File: config.mk
export PLATFORM = sky130hd
export DESIGN_NAME = serial_comparator
export DESIGN_NICKNAME = d
export VERILOG_FILES = /design/src/rtl/serial_comparator_pkg.sv /design/src/rtl/serial_comparator_bit_step.sv /design/src/rtl/serial_comparator.sv
export SDC_FILE = /design/constraint.sdc
export NUM_CORES = 1
export LEC_CHECK = 0
export CAP_MARGIN = 20
export CORE_UTILIZATION = 45
export CTS_BUF_LIST = sky130_fd_sc_hd__clkbuf_8
export DETAILED_ROUTE_END_ITERATION = 10
export GPL_TIMING_DRIVEN = 0
export PLACE_DENSITY_LB_ADDON = 0.25
export SLEW_MARGIN = 30
export SYNTH_ARGS = -nofsm -noshare
export SYNTH_HDL_FRONTEND = slang
export SYNTH_SLANG_ARGS = --single-unit
File: constraint.sdc
create_clock -name clk -period 2.2 [get_ports clk]
set_input_delay 0.66 -clock clk [delete_from_list [all_inputs] [get_ports clk]]
set_output_delay 0.66 -clock clk [all_outputs]
set_load 0.1 [all_outputs]
File: src/rtl/serial_comparator_pkg.sv
// Shared types for the bit-serial magnitude comparator.
package serial_comparator_pkg;

  typedef enum logic [1:0] {
    IDLE    = 2'd0,
    COMPARE = 2'd1,
    DONE    = 2'd2
  } state_t;

  typedef struct packed {
    logic lt;
    logic eq;
    logic gt;
  } cmp_result_t;

endpackage

File: src/rtl/serial_comparator_bit_step.sv
// One MSB-first comparison step: does this bit pair decide, and which way.
module cmp_bit_step (
  input  logic a_bit,
  input  logic b_bit,
  input  logic is_sign,
  input  logic signed_mode,
  output logic differ,
  output logic a_less
);

  assign differ = a_bit ^ b_bit;
  // A set sign bit makes a two's-complement value smaller, so the sense flips.
  assign a_less = (is_sign && signed_mode) ? (a_bit & ~b_bit) : (~a_bit & b_bit);

endmodule

File: src/rtl/serial_comparator.sv
// Bit-serial lt/eq/gt comparator, one bit pair per cycle starting at the MSB.
module serial_comparator
  import serial_comparator_pkg::*;
#(
  parameter int WIDTH      = 8,
  parameter int EARLY_EXIT = 1
) (
  input  logic             clk,
  input  logic             rst_n,
  input  logic             start,
  input  logic             signed_mode,
  input  logic [WIDTH-1:0] a,
  input  logic [WIDTH-1:0] b,
  output logic             busy,
  output logic             done,
  output logic             lt,
  output logic             eq,
  output logic             gt
);

  localparam int CW = $clog2(WIDTH + 1);

  state_t           state, state_nxt;
  logic [WIDTH-1:0] a_sh, b_sh;
  logic             sm_r;
  logic [CW-1:0]    cnt;
  logic             found, found_less;
  cmp_result_t      res, res_fin;
  logic             differ, a_less;
  logic             last, accept, finish;

  cmp_bit_step u_step (
    .a_bit      (a_sh[WIDTH-1]),
    .b_bit      (b_sh[WIDTH-1]),
    .is_sign    (cnt == '0),
    .signed_mode(sm_r),
    .differ     (differ),
    .a_less     (a_less)
  );

  assign last   = (cnt == CW'(WIDTH - 1));
  assign accept = start && (state != COMPARE);

  always_ff @(posedge clk or negedge rst_n) begin
    if (!rst_n) state <= IDLE;
    else        state <= state_nxt;
  end

  always_comb begin
    state_nxt = state;
    finish    = 1'b0;
    busy      = 1'b0;
    done      = 1'b0;
    unique case (state)
      IDLE: begin
        if (start) state_nxt = COMPARE;
      end
      COMPARE: begin
        busy = 1'b1;
        if (last || ((EARLY_EXIT != 0) && differ)) begin
          finish    = 1'b1;
          state_nxt = DONE;
        end
      end
      DONE: begin
        done      = 1'b1;
        state_nxt = start ? COMPARE : IDLE;
      end
      default: state_nxt = IDLE;
    endcase
  end

  // Result of the scan if it ends this cycle: an earlier decision wins over the current bit.
  always_comb begin
    res_fin    = '0;
    res_fin.eq = !(found || differ);
    res_fin.lt = found ? found_less  : (differ && a_less);
    res_fin.gt = found ? !found_less : (differ && !a_less);
  end

  always_ff @(posedge clk or negedge rst_n) begin
    if (!rst_n) begin
      a_sh       <= '0;
      b_sh       <= '0;
      sm_r       <= 1'b0;
      cnt        <= '0;
      found      <= 1'b0;
      found_less <= 1'b0;
      res        <= '0;
    end else if (accept) begin
      a_sh       <= a;
      b_sh       <= b;
      sm_r       <= signed_mode;
      cnt        <= '0;
      found      <= 1'b0;
      found_less <= 1'b0;
      res        <= '0;
    end else if (state == COMPARE) begin
      a_sh <= a_sh << 1;
      b_sh <= b_sh << 1;
      if (!found && differ) begin
        found      <= 1'b1;
        found_less <= a_less;
      end
      // Counter parks at WIDTH-1 on the final bit, so it never wraps.
      if (finish) res <= res_fin;
      else        cnt <= cnt + CW'(1);
    end
  end

  assign lt = res.lt;
  assign eq = res.eq;
  assign gt = res.gt;

endmodule

==> results of run 1 <==
-- flip-flops by register name, indices dropped and copies added (netlist names) --
signal and flops:
found 1, lt 1, eq 1, gt 1
cnt 4, state 2, b_sh 8, found_less 1
a_sh 8, sm_r 1
-- path summary, 6_finish.rpt --
path / from / slack (ns) / depth (start not counted) / to
worst min register to register: b_sh[3]$_DFFE_PN0P_ / 0.49 / 2 / b_sh[4]$_DFFE_PN0P_
worst max register to register: b_sh[7]$_DFFE_PN0P_ / 0.52 / 6 / lt$_DFFE_PN0P_
worst min-delay path: rst_n / 0.40 / 1 / b_sh[6]$_DFFE_PN0P_
worst max-delay path: lt$_DFFE_PN0P_ / 0.04 / 1 / lt
min in group clk: b_sh[3]$_DFFE_PN0P_ / 0.49 / 2 / b_sh[4]$_DFFE_PN0P_
max in group asynchronous: rst_n / 1.39 / 1 / cnt[2]$_DFFE_PN0P_
-- final cells by class --
type	count	area [sq um]	share of cell area [%]
Timing Repair Buffer	23	230	12.8
Tap cell	44	55.1	3.05
Buffer	8	53.8	2.98
Sequential cell	28	701	38.8
Clock buffer	3	41.3	2.29
Multi-Input combinational cell	93	698	38.7
Inverter	7	26.3	1.46
-- per-layer routing --
layer / share of wire, % / GRT usage, % / routed length, microns
met3: 4.2 / 4.15 / 127
met4: 1.5 / 7.48 / 44
met2: 48 / 32.5 / 1460
met5: 0 / 0 / 0
met1: 46 / 27.0 / 1390
-- Yosys cell counts (all sizes together), types with 3 or more instances --
cell type	count
buf	7
inv	7
o21ai	18
nor2	4
nand2	16
dfrtp	28
ha	4
mux2i	21
mux2	3
-- worst reg2reg max path, delay by kind of cell (launching register included) --
| family | cells | cell delay, ns |
|---|---|---|
| compound gates | 1 | 0.12 |
| fa+ha+maj | 1 | 0.43 |
| buf+inv | 2 | 0.33 |
| flops | 1 | 0.39 |
| mux | 1 | 0.23 |
| simple gates | 1 | 0.07 |
-- cell families (layout without fill, tap and decap cells) --
kind of cell / after synthesis / after routing
multiplexers: 24 / 24
flip-flops: 28 / 28
AO/OA/AOI/OAI: 30 / 30
adder cells (fa/ha/maj): 4 / 4
AND/OR/NAND/NOR: 35 / 35
buffers and inverters: 15 / 41
-- timing repair --
item                       4_1_cts  5_1_grt
hold buffers                     0        0
gates resized for setup         19        4
setup endpoints to repair        5        3
hold endpoints to repair         0        0
-- power groups by stage --
stage / Clock [W] / Combinational (W) / Sequential, W
finish: 0.000279 / 0.00120 / 0.000883
global route: 0.000305 / 0.00131 / 0.000914
CTS: 0.000282 / 0.00119 / 0.000883
detailed placement: 0 / 0.00115 / 0.000890
global placement: 0 / 0.00111 / 0.000878
floorplan: 0 / 0.000770 / 0.000958
-- per-stage QoR --
| step | cell area, sq um | worst slack [ns] | hold slack (ns) | instances |
|---|---|---|---|---|
| after detailed placement | 1750 | -0.770 | 0.470 | 203 |
| after global placement | 1750 | -0.725 | 0.459 | 203 |
| after global routing | 1810 | 0.00603 | 0.435 | 206 |
| after CTS | 1810 | 0.0174 | 0.408 | 206 |
| final | 1810 | 0.0417 | 0.396 | 206 |
| after floorplan | 1470 | 0.262 | 0.364 | 136 |
==> impl_metrics.yaml, run 1 <==
grt:
  grt_max_degree: 29
  grt_overflow_total: 0
  globalRouteTotalUtil_pct: 20.2
  grt_pass1_vias: 1083
  antenna_found_initial: 0
  grt_pass1_wl_mm: 5.17
synth:
  yosysWarnings: 0
  muxShareOfSynthArea_pct: 16.9
  synth_xor_area_share_pct: 0
  synth_top_area_share_pct: 47.9
  yosys.area.top_type: "dfrtp_1"
  avgSynthCellArea_sq_um: 10.8
  synth-async-reset-ratio_pct: 100
  synth_top_family_by_area: "multiplexers"
  synth_enable_flop_cells: 0
  synth-seq-area-share_pct: 47.9
  synth_cells: 136
  syn_nets: 160
  synth_compound_area_share_pct: 12.9
  mappedNetlistArea_sq_um: 1460
  synthTopCellsByArea: "dfrtp_1 (48%), mux2i_1 (14%), o21ai_0 (6.2%), nand2_1 (4.1%), ha_1 (3.4%)"
  yosys.area_share.simple_pct: 14.3
  ys_ff_latch: 28
  synth-main-ff-cell: "dfrtp_1"
  synth_cell_types: 33
  yosys.area_share.adder_pct: 3.42
cells_and_area:
  diodes: 0
  final_common_cell: "dfrtp_1"
  layout-area-overhead-vs-synth_pct: 23.3
  final_cell_mix: "dfrtp_1 (28), mux2i_1 (21), o21ai_0 (18)"
  finalCoreUtilization_pct: 58.7
  layout-drive-gt1-share_pct: 14.2
  fillCellCount: 294
  fin_nets: 188
power_and_ir_drop:
  p_clk_share_pct: 11.8
  peakVddDrop_uv: 676
  power_w: 0.00236
  pwr-share-seq_pct: 37.4
  p_per_area_nw_per_um2: 1310
  p_leak_nw: 0.875
  p_comb_share_pct: 50.7
  switchingPower_w: 0.00104
  p_sw_share_pct: 44.1
  p_int_w: 0.00132
worst_setup_path:
  worstPathCellList: "dlygate4sd2_1"
  max_stage_delay_ns: 0.86
  path_class: "reg -> out"
  worstSetupEndpointType: "primary output"
  critPathBufInv: 1
  arrival_ns: 1.50
  crit_family: "buffers and inverters"
  crit_fanout: 3
  cp.required_ns: 1.54
  crit_path_start_kind: "register"
  crit_path_top_delay_cell: "dlygate4sd2_1"
floorplan:
  die_area_sq_um: 3490
  die_x_microns: 59.0
  ios: 25
  start_util_pct: 47.6
  core_area_sq_um: 3080
  floorplan.rows: 20
  die_h_microns: 59.0
status:
  status: "complete, no violations"
cts:
  clkLatencyLatePin_ns: 0.28
  clk_pin_slew_ns: 0.09
  cts_max_level: 1
  cts_buffers: 3
  cts_root_buf: "clkbuf_8"
  cts_tree: "done"
  cts_buffer_depth: 2
  cts_setup_buffers: 0
  cts_sinks: 28
routing:
  dr.first_iter.drc_count: 61
  totalWireLength_mm: 3.02
  ant_nets: 0
  vias_per_cell: 5.34
  drc: 0
  wl_per_cell_microns: 14.7
  drt_pass1_iterations: 4
  vias: 1101
sta:
  relSlewSlack_pct: 37.0
  min_period_ns: 2.16
  setup_tns_ns: 0
  finalSetupViolCount: 0
  skew_ns: 0.00444
  worst_pin_slew_ns: 0.949
  fin_crit_sh_pct: 98.1
  grt_setup_unrepaired: "false"
  hold_violations: 0
  report.final.slew_viol_count: 0
  clock.fmax_mhz: 463
hold_path:
  holdCritPathClass: "in -> async"
place:
  dp_hpwl_mm: 2.20
  gp_congestion: 0.741
  portBuffers: 23
job:
  maxCapViolCount: 0
(Power assumes the default switching activity.)
==> inputs of run 2 (changes only) <==
--- a/config.mk
+++ b/config.mk
@@ -5,11 +5,12 @@
 export SDC_FILE = /design/constraint.sdc
 export NUM_CORES = 1
 export LEC_CHECK = 0
-export CAP_MARGIN = 20
+export CORE_ASPECT_RATIO = 1.2
 export CORE_UTILIZATION = 45
 export CTS_BUF_LIST = sky130_fd_sc_hd__clkbuf_8
 export DETAILED_ROUTE_END_ITERATION = 10
 export GPL_TIMING_DRIVEN = 0
+export HOLD_SLACK_MARGIN = 0.02
 export PLACE_DENSITY_LB_ADDON = 0.25
 export SLEW_MARGIN = 30
 export SYNTH_ARGS = -nofsm -noshare
==> impl_metrics.yaml, run 2 (same netlist as run 1, synthesis figures left out) <==
cts:
  cts_root_buf: "clkbuf_8"
  cts_max_level: 1
  clkLatencyLatePin_ns: 0.27
  cts_buffers: 3
  ctsHoldBuffers: 0
  cts_tree: "done"
  cts_buffer_depth: 2
  clk_pin_slew_ns: 0.09
  cts_sinks: 28
floorplan:
  die_area_sq_um: 3490
  floorplan.rows: 22
  core_area_sq_um: 3080
  die_x_microns: 54.1
  ios: 25
  die_h_microns: 64.5
  start_util_pct: 47.5
sta:
  hold_violations: 0
  fin_crit_sh_pct: 96.8
  min_period_ns: 2.13
  finalSetupViolCount: 0
  worst_pin_slew_ns: 0.944
  worst_slack_ns: 0.0694
  report.final.slew_viol_count: 0
  skew_ns: 0.00454
  clock.fmax_mhz: 469
  grt_setup_unrepaired: "false"
  relSlewSlack_pct: 37.3
job:
  maxCapViolCount: 0
routing:
  drc: 0
  dr.first_iter.drc_count: 19
  vias: 1089
  drt_pass1_iterations: 4
  wl_per_cell_microns: 14.2
  totalWireLength_mm: 2.80
  vias_per_cell: 5.53
  ant_nets: 0
power_and_ir_drop:
  p_leak_nw: 0.866
  p_clk_share_pct: 12.1
  switchingPower_w: 0.00101
  p_sw_share_pct: 43.9
  p_int_w: 0.00129
  pwr-share-seq_pct: 38.3
  p_comb_share_pct: 49.6
  peakVddDrop_uv: 911
  p_per_area_nw_per_um2: 1290
cells_and_area:
  final_common_cell: "dfrtp_1"
  layout-area-overhead-vs-synth_pct: 21.7
  fin_nets: 187
  reg_top3: "a_sh (8), b_sh (8), cnt (4)"
  layout-drive-gt1-share_pct: 13.0
  diodes: 0
  final_area_sq_um: 1780
  final_cell_mix: "dfrtp_1 (28), mux2i_1 (21), o21ai_0 (18)"
place:
  place_area_sq_um: 1740
  dp_hpwl_mm: 2.06
  portBuffers: 23
  gp_congestion: 0.793
  dpl_worst_slack_ns: -0.735
worst_setup_path:
  ff2ff_path_depth: 5
  arrival_ns: 1.47
  cp.required_ns: 1.54
  critPathBufInv: 1
  worstPathCellList: "clkdlybuf4s15_1"
  max_stage_delay_ns: 0.83
  crit_family: "buffers and inverters"
  crit_path_start_kind: "register"
  crit_path_top_delay_cell: "clkdlybuf4s15_1"
  crit_fanout: 3
  path_depth: 1
  path_class: "reg -> out"
  worstSetupEndpointType: "primary output"
hold_path:
  holdCritPathClass: "in -> async"
grt:
  grt_pass1_wl_mm: 4.86
  globalRouteTotalUtil_pct: 19.1
  grt_max_degree: 29
  grt_pass1_vias: 1072
  antenna_found_initial: 0
  grt_overflow_total: 0
status:
  status: "complete, no violations"
run 2: cell count changes in the layout (fill, tap and decap cells not counted), sizes merged:
cell / previous run / this run
buf: 9 / 8
dlygate4sd2: 1 / 0
clkdlybuf4s15: 2 / 3
run 2: what timing repair did:
| action | CTS | global route |
|---|---|---|
| gates resized for setup | 17 | 4 |
| buffers inserted | 0 | 0 |
| setup endpoints to repair | 5 | 4 |
run 2: worst paths after layout:
path                                      from             endpoint  slack [ns]
setup / recovery                lt$_DFFE_PN0P_                   lt        0.07
hold / removal                           rst_n       lt$_DFFE_PN0P_        0.39
setup reg to reg            cnt[1]$_DFFE_PN0P_       gt$_DFFE_PN0P_        0.55
hold reg to reg            a_sh[4]$_DFFE_PN0P_  a_sh[5]$_DFFE_PN0P_        0.49
max in group asynchronous                rst_n  b_sh[4]$_DFFE_PN0P_        1.39
min in group clk           a_sh[4]$_DFFE_PN0P_  a_sh[5]$_DFFE_PN0P_        0.49
run 2: power groups by stage:
stage | Combinational (W) | Clock, W | Sequential, W
finish | 0.00114 | 0.000279 | 0.000882
global route | 0.00126 | 0.000313 | 0.000913
floorplan | 0.000770 | 0 | 0.000958
CTS | 0.00117 | 0.000285 | 0.000882
global placement | 0.00111 | 0 | 0.000880
detailed placement | 0.00114 | 0 | 0.000893
run 2: final cells by class:
class                           count  area (sq um)
Multi-Input combinational cell     93           698
Sequential cell                    28           701
Timing Repair Buffer               23           231
Fill cell                         293          1300
Tap cell                           36          45.0
Inverter                            7          26.3
Buffer                              7          38.8
Clock buffer                        3          41.3
run 2: per-layer routing:
layer	routed length (microns)	global-route usage, %
met1	1220	24.8
met2	1450	31.6
met3	101	3.29
met4	28	5.77
met5	0	0
run 2: metrics by stage:
stage	hold WS, ns	power [W]	std cells	TNS (ns)	utilization [%]
6_report	0.392	0.00230	197	0	57.8
5_1_grt	0.432	0.00249	197	0	57.8
4_1_cts	0.419	0.00233	198	0	58.1
3_5_place_dp	0.470	0.00203	195	-0.851	56.3
3_3_place_gp	0.458	0.00199	195	-0.828	56.5
2_1_floorplan	0.364	0.00173	136	0	-
==> inputs of run 3 (changes only) <==
--- a/config.mk
+++ b/config.mk
@@ -5,7 +5,6 @@
 export SDC_FILE = /design/constraint.sdc
 export NUM_CORES = 1
 export LEC_CHECK = 0
-export CORE_ASPECT_RATIO = 1.2
 export CORE_UTILIZATION = 45
 export CTS_BUF_LIST = sky130_fd_sc_hd__clkbuf_8
 export DETAILED_ROUTE_END_ITERATION = 10
@@ -16,3 +15,4 @@
 export SYNTH_ARGS = -nofsm -noshare
 export SYNTH_HDL_FRONTEND = slang
 export SYNTH_SLANG_ARGS = --single-unit
+export TNS_END_PERCENT = 100
==> results of run 3 <==
No change in the layout: final DEF, timing and power equal those of run 1.
